==> config.mk <==
export PLATFORM = sky130hd
export DESIGN_NAME = rvsteel_input_debouncer
export DESIGN_NICKNAME = d
export VERILOG_FILES = /design/src/rtl/rvsteel_input_debouncer.sv
export SDC_FILE = /design/constraint.sdc
export NUM_CORES = 1
export LEC_CHECK = 0
export CELL_PAD_IN_SITES_DETAIL_PLACEMENT = 0
export CELL_PAD_IN_SITES_GLOBAL_PLACEMENT = 2
export CORE_UTILIZATION = 40
export CTS_CLUSTER_DIAMETER = 40
export DETAILED_ROUTE_END_ITERATION = 10
export PLACE_DENSITY_LB_ADDON = 0.1
export SYNTH_ARGS = -nofsm -noshare
export SYNTH_HDL_FRONTEND = slang
export SYNTH_SLANG_ARGS = --single-unit
export TNS_END_PERCENT = 1
==> constraint.sdc <==
create_clock -name clock -period 2.4 [get_ports clock]
set_input_delay 0.72 -clock clock [delete_from_list [all_inputs] [get_ports clock]]
set_output_delay 0.72 -clock clock [all_outputs]
set_load 0.02 [all_outputs]
==> src/rtl/rvsteel_input_debouncer.sv <==
// -----------------------------------------------------------------------------
// rvsteel_input_debouncer
//
// Conditions NUM_INPUTS asynchronous board pins (buttons, switches) for use in
// the SoC clock domain. Each channel is fully independent and consists of:
//   - a 2-flop synchroniser,
//   - optional polarity inversion (ACTIVE_LOW),
//   - a counter-based debounce filter that accepts a new level only after the
//     synchronised value has differed from the accepted value for
//     DEBOUNCE_CYCLES consecutive cycles.
//
// Ports:
//   clock       in   1           system clock, all logic on posedge
//   reset       in   1           synchronous, active-high
//   raw_input   in   NUM_INPUTS  asynchronous pin levels
//   debounced   out  NUM_INPUTS  filtered logical level per channel
//   rise_pulse  out  NUM_INPUTS  1-cycle pulse when debounced goes 0->1
//   fall_pulse  out  NUM_INPUTS  1-cycle pulse when debounced goes 1->0
//   busy        out  1           high while any synced level != debounced
// -----------------------------------------------------------------------------
module rvsteel_input_debouncer #(
    parameter int NUM_INPUTS      = 2,
    parameter int DEBOUNCE_CYCLES = 500000,
    parameter int ACTIVE_LOW      = 0,
    parameter int RESET_VALUE     = 0
) (
    input  logic                  clock,
    input  logic                  reset,
    input  logic [NUM_INPUTS-1:0] raw_input,
    output logic [NUM_INPUTS-1:0] debounced,
    output logic [NUM_INPUTS-1:0] rise_pulse,
    output logic [NUM_INPUTS-1:0] fall_pulse,
    output logic                  busy
);

    localparam int                    CNT_W    = $clog2(DEBOUNCE_CYCLES + 1);
    localparam logic [CNT_W-1:0]      CNT_LAST = CNT_W'(DEBOUNCE_CYCLES - 1);
    localparam logic                  INV_BIT  = (ACTIVE_LOW != 0);
    localparam logic                  RST_BIT  = (RESET_VALUE != 0);
    localparam logic [NUM_INPUTS-1:0] INV_MASK = {NUM_INPUTS{INV_BIT}};
    localparam logic [NUM_INPUTS-1:0] DEB_RST  = {NUM_INPUTS{RST_BIT}};
    // Sync flops hold the physical pin level, so their reset value is the
    // logical reset value pushed back through the polarity inversion. This
    // keeps synced == debounced right after reset (busy = 0).
    localparam logic [NUM_INPUTS-1:0] SYNC_RST = DEB_RST ^ INV_MASK;

    logic [NUM_INPUTS-1:0] r_ff1;
    logic [NUM_INPUTS-1:0] r_ff2;
    logic [NUM_INPUTS-1:0] w_synced;
    logic [NUM_INPUTS-1:0] r_debounced;
    logic [NUM_INPUTS-1:0] r_rise;
    logic [NUM_INPUTS-1:0] r_fall;
    logic [CNT_W-1:0]      r_count [NUM_INPUTS];

    // Two-flop synchroniser on the raw pins.
    always_ff @(posedge clock) begin
        if (reset) begin
            r_ff1 <= SYNC_RST;
            r_ff2 <= SYNC_RST;
        end else begin
            r_ff1 <= raw_input;
            r_ff2 <= r_ff1;
        end
    end

    assign w_synced = r_ff2 ^ INV_MASK;

    // Debounce filter. The counter restarts whenever the synced level returns
    // to the accepted level, so only an uninterrupted run is accepted. It is
    // cleared on acceptance and therefore never wraps.
    always_ff @(posedge clock) begin
        if (reset) begin
            for (int i = 0; i < NUM_INPUTS; i++) begin
                r_count[i] <= '0;
            end
            r_debounced <= DEB_RST;
            r_rise      <= '0;
            r_fall      <= '0;
        end else begin
            r_rise <= '0;
            r_fall <= '0;
            for (int i = 0; i < NUM_INPUTS; i++) begin
                if (w_synced[i] == r_debounced[i]) begin
                    r_count[i] <= '0;
                end else if (r_count[i] == CNT_LAST) begin
                    r_debounced[i] <= w_synced[i];
                    r_count[i]     <= '0;
                    // Pulses register on the same edge as the level update.
                    r_rise[i]      <= w_synced[i];
                    r_fall[i]      <= ~w_synced[i];
                end else begin
                    r_count[i] <= r_count[i] + CNT_W'(1);
                end
            end
        end
    end

    assign debounced  = r_debounced;
    assign rise_pulse = r_rise;
    assign fall_pulse = r_fall;
    // Built only from registered terms: no path from raw_input to busy.
    assign busy       = |(w_synced ^ r_debounced);

endmodule

==> run_summary.xml <==
<?xml version="1.0" encoding="UTF-8"?>
<metrics>
  <group name="status">
    <metric name="outcome" unit="">complete, no violations</metric>
  </group>
  <group name="place">
    <metric name="dp.final_hpwl" unit="mm">3.30</metric>
    <metric name="io_buffer_count" unit="">10</metric>
    <metric name="area_of_placed_instances" unit="um^2">2840</metric>
    <metric name="routabilityCongestion" unit="">0.745</metric>
    <metric name="placed_cells_incl_taps" unit="">358</metric>
  </group>
  <group name="die">
    <metric name="horizontal_extent_of_the_die" unit="um">80.3</metric>
    <metric name="floorplan.core_area" unit="um^2">5920</metric>
    <metric name="die_area" unit="um^2">6450</metric>
    <metric name="num_io_pins" unit="">11</metric>
    <metric name="initial_utilization" unit="%">41.4</metric>
    <metric name="floorplan.die.height" unit="um">80.3</metric>
    <metric name="rows" unit="">28</metric>
  </group>
  <group name="flow_run">
    <metric name="max-cap-violations" unit="">0</metric>
  </group>
  <group name="yosys">
    <metric name="synthDistinctLibCells" unit="">34</metric>
    <metric name="async_sr_flop_fraction" unit="%">0</metric>
    <metric name="synthTopCellsByArea" unit="">edfxtp_1 (47%), dfxtp_1 (8.2%), xnor2_1 (5.4%)</metric>
    <metric name="synth_seq_cells" unit="">48</metric>
    <metric name="synth_area" unit="um^2">2450</metric>
    <metric name="netlist_top_cells_count" unit="">edfxtp_1 (38), nor2_1 (31), nand4_1 (15), xnor2_1 (15), nand3_1 (13)</metric>
    <metric name="post_synth_mux_area_share" unit="%">0</metric>
    <metric name="area_share_of_and_or_nand_nor_cells_after_synthesis" unit="%">26.1</metric>
    <metric name="synth_cells" unit="">232</metric>
    <metric name="ys_seq_area_share" unit="%">54.7</metric>
    <metric name="synthMostInstantiatedCell" unit="">edfxtp_1</metric>
    <metric name="synth_top_family_by_area" unit="">simple AND/OR/NAND/NOR gates</metric>
    <metric name="synth_top_area_cell" unit="">edfxtp_1</metric>
    <metric name="synth-xor-area-share" unit="%">9.29</metric>
    <metric name="synth_adder_area_share" unit="%">1.02</metric>
    <metric name="yosys.area.top_type_share" unit="%">46.5</metric>
    <metric name="synth-edff-count" unit="">38</metric>
    <metric name="synthesis.area_per_instance" unit="um^2">10.6</metric>
    <metric name="synth-compound-area-share" unit="%">6.38</metric>
    <metric name="yosys_warnings" unit="">0</metric>
    <metric name="synth_flop_cell" unit="">edfxtp_1</metric>
  </group>
  <group name="pwr">
    <metric name="pwr-share-clk" unit="%">34.5</metric>
    <metric name="total_leakage_power" unit="uW">0.00101</metric>
    <metric name="power.internal" unit="uW">1230</metric>
    <metric name="p_comb_share" unit="%">5.5</metric>
    <metric name="power_switching_share" unit="%">22.6</metric>
    <metric name="seqPwrFrac" unit="%">60.1</metric>
    <metric name="netSwitchingPower" unit="uW">359</metric>
    <metric name="worst_ir_drop_vdd" unit="V">0.000306</metric>
    <metric name="power_per_cell_area" unit="nW/um^2">541</metric>
    <metric name="design_power_total" unit="uW">1590</metric>
  </group>
  <group name="global_route">
    <metric name="antenna_found_initial" unit="">0</metric>
    <metric name="grt_pass1_vias" unit="">1700</metric>
    <metric name="gr-total-overflow" unit="">0</metric>
    <metric name="grt.total_usage" unit="%">16.3</metric>
    <metric name="grt_max_degree" unit="">19</metric>
    <metric name="grt_first_pass_wirelength" unit="mm">7.91</metric>
  </group>
  <group name="timing">
    <metric name="fmax" unit="MHz">440</metric>
    <metric name="slew_violations" unit="">0</metric>
    <metric name="setup-tns-final" unit="ns">0</metric>
    <metric name="final_hold_viol_count" unit="">0</metric>
    <metric name="worst_tran_pin_value" unit="ns">0.491</metric>
    <metric name="setup_repair_after_global_routing_missed_its_margin" unit="">no</metric>
    <metric name="timing.max_slew.rel_slack" unit="%">66.8</metric>
    <metric name="setup_viol" unit="">0</metric>
    <metric name="min_period_over_period" unit="%">94.7</metric>
    <metric name="finalWorstPathRequiredPeriod" unit="ns">2.27</metric>
    <metric name="fin_worst_skew" unit="ns">0.00595</metric>
  </group>
  <group name="clock_network">
    <metric name="htree_levels" unit="">2</metric>
    <metric name="number_of_clock_sinks" unit="">48</metric>
    <metric name="cts_buffer_depth" unit="">2</metric>
    <metric name="post-cts-setup-buffers" unit="">0</metric>
    <metric name="cts_buffers" unit="">5</metric>
    <metric name="post_cts_resized" unit="">0</metric>
    <metric name="hold_buf_count_cts" unit="">0</metric>
    <metric name="cts.root.buffer_cell" unit="">clkbuf_8</metric>
    <metric name="clk_transition_reported_paths" unit="ns">0.09</metric>
    <metric name="insertion_delay" unit="ns">0.30</metric>
    <metric name="tritoncts_clock_tree" unit="">built</metric>
  </group>
  <group name="worst_setup_path">
    <metric name="cp_data_required_time" unit="ns">1.68</metric>
    <metric name="timing.critical_path.cells" unit="">xnor2_1 -&gt; nand2_1 -&gt; clkdlybuf4s50_1</metric>
    <metric name="cpMaxStageDelayCell" unit="">clkdlybuf4s50_1</metric>
    <metric name="crit_path_end_kind" unit="">output pin</metric>
    <metric name="timing.critical_path.arrival" unit="ns">1.55</metric>
    <metric name="start_kind" unit="">flop</metric>
    <metric name="worst_setup_path_class" unit="">reg -&gt; out</metric>
    <metric name="cp_max_fo" unit="">4</metric>
    <metric name="cpPeakStageDelay" unit="ns">0.54</metric>
  </group>
  <group name="routing">
    <metric name="routed_wl_per_cell" unit="um">12.8</metric>
    <metric name="detail_route.iter0.violations" unit="">112</metric>
    <metric name="detailroute.via_count" unit="">1800</metric>
    <metric name="detail_route.first_pass.iterations" unit="">4</metric>
    <metric name="routed_wirelength" unit="mm">4.67</metric>
    <metric name="detail_route.vias_per_cell" unit="">4.92</metric>
    <metric name="ant_nets" unit="">0</metric>
    <metric name="detail_route.drc_violations" unit="">0</metric>
  </group>
  <group name="final_layout">
    <metric name="layout.area.seq" unit="um^2">1340</metric>
    <metric name="stdcell_area" unit="um^2">2950</metric>
    <metric name="syn_to_final_growth" unit="%">20.1</metric>
    <metric name="antenna-diode-count" unit="">0</metric>
    <metric name="fin_nets" unit="">296</metric>
    <metric name="multiInputGateArea" unit="um^2">1200</metric>
    <metric name="drive_gt1_share" unit="%">7.90</metric>
    <metric name="filler_free_cell_count_of_the_finished_design" unit="">366</metric>
    <metric name="final_core_util" unit="%">49.7</metric>
    <metric name="fill_cell_count" unit="">572</metric>
  </group>
  <group name="worst_hold_path">
    <metric name="class_of_the_tightest_hold_or_removal_check" unit="">reg -&gt; reg</metric>
  </group>
</metrics>
## cell families after synthesis
logic type | Yosys count
compound gates | 26
xor+xnor | 26
fa+ha+maj | 2
buf+inv | 14
flops | 48
other cells | 1
simple gates | 115
## state kept, by name (all words and copies together) (netlist names)
| name | flops |
|---|---|
| fall_pulse | 2 |
| r_ff1 | 2 |
| rise_pulse | 2 |
| r_ff2 | 2 |
| debounced | 2 |
| r_count | 38 |
## cell usage in the layout (no fill, tap or decap), drive strengths merged
cell type	n
edfxtp	38
conb	38
nor2	31
nand4	16
xnor2	15
nand3	13
xor2	11
buf	11
a21oi	11
dfxtp	10
clkdlybuf4s50	10
o21ai	10
nand2	9
or3	8
nor4	8
inv	7
clkbuf	7
and4	6
nor2b	5
nor4b	4
nor3	4
or4	4
and3	3
and2	2
o31ai	2
ha	2
nor3b	1
or2	1
o21bai	1
o21a	1
o21ba	1
clkinv	1
## final cells by class
type	count	share of cell area (%)
flip-flops and latches	48	45.5
multi-input cells	207	40.7
repair buffers	21	6.20
clock buffers	7	3.31
well taps	75	3.19
inverters	7	0.892
clock inverters	1	0.170
## critical path: cells and delay by family, from the launching register on
family / cells / cell delay [ns]
buf+inv: 1 / 0.54
flops: 1 / 0.36
xor+xnor: 1 / 0.27
simple gates: 1 / 0.09
## through the flow
| step | setup slack (ns) | hold WS (ns) |
|---|---|---|
| after floorplan | 0.586 | 0.414 |
| after global placement | 0.162 | 0.420 |
| after detailed placement | 0.100 | 0.429 |
| after CTS | 0.0824 | 0.453 |
| after global routing | 0.00974 | 0.461 |
| final | 0.127 | 0.447 |
## per-layer routing
| layer | vias up | track usage, % | wire length (um) |
|---|---|---|---|
| met5 | - | 0 | 0 |
| met2 | 25 | 22.4 | 1850 |
| met1 | 839 | 24.2 | 2640 |
| met3 | 2 | 4.32 | 146 |
| met4 | 0 | 5.71 | 26 |
| li1 | 934 | - | - |
## final timing paths
kind,slack (ns),from,endpoint,cells past startpoint
setup / recovery,0.13,r_ff2[0]$_SDFF_PP0_,busy,3
hold reg to reg,0.45,r_ff1[1]$_SDFF_PP0_,r_ff2[1]$_SDFF_PP0_,1
hold / removal,0.45,r_ff1[1]$_SDFF_PP0_,r_ff2[1]$_SDFF_PP0_,1
setup reg to reg,0.27,r_count[1][0]$_SDFFCE_PN0P_,r_count[1][18]$_SDFFCE_PN0P_,5
## power by group through the flow
stage	sequential [uW]	clock, uW	combinational, uW
2_1_floorplan	970	0	55.4
3_3_place_gp	975	0	85.1
3_5_place_dp	976	0	85.1
4_1_cts	956	571	85.7
5_1_grt	962	600	100
6_report	957	549	87.2
No activity file was read; power rests on OpenSTA's default activity.
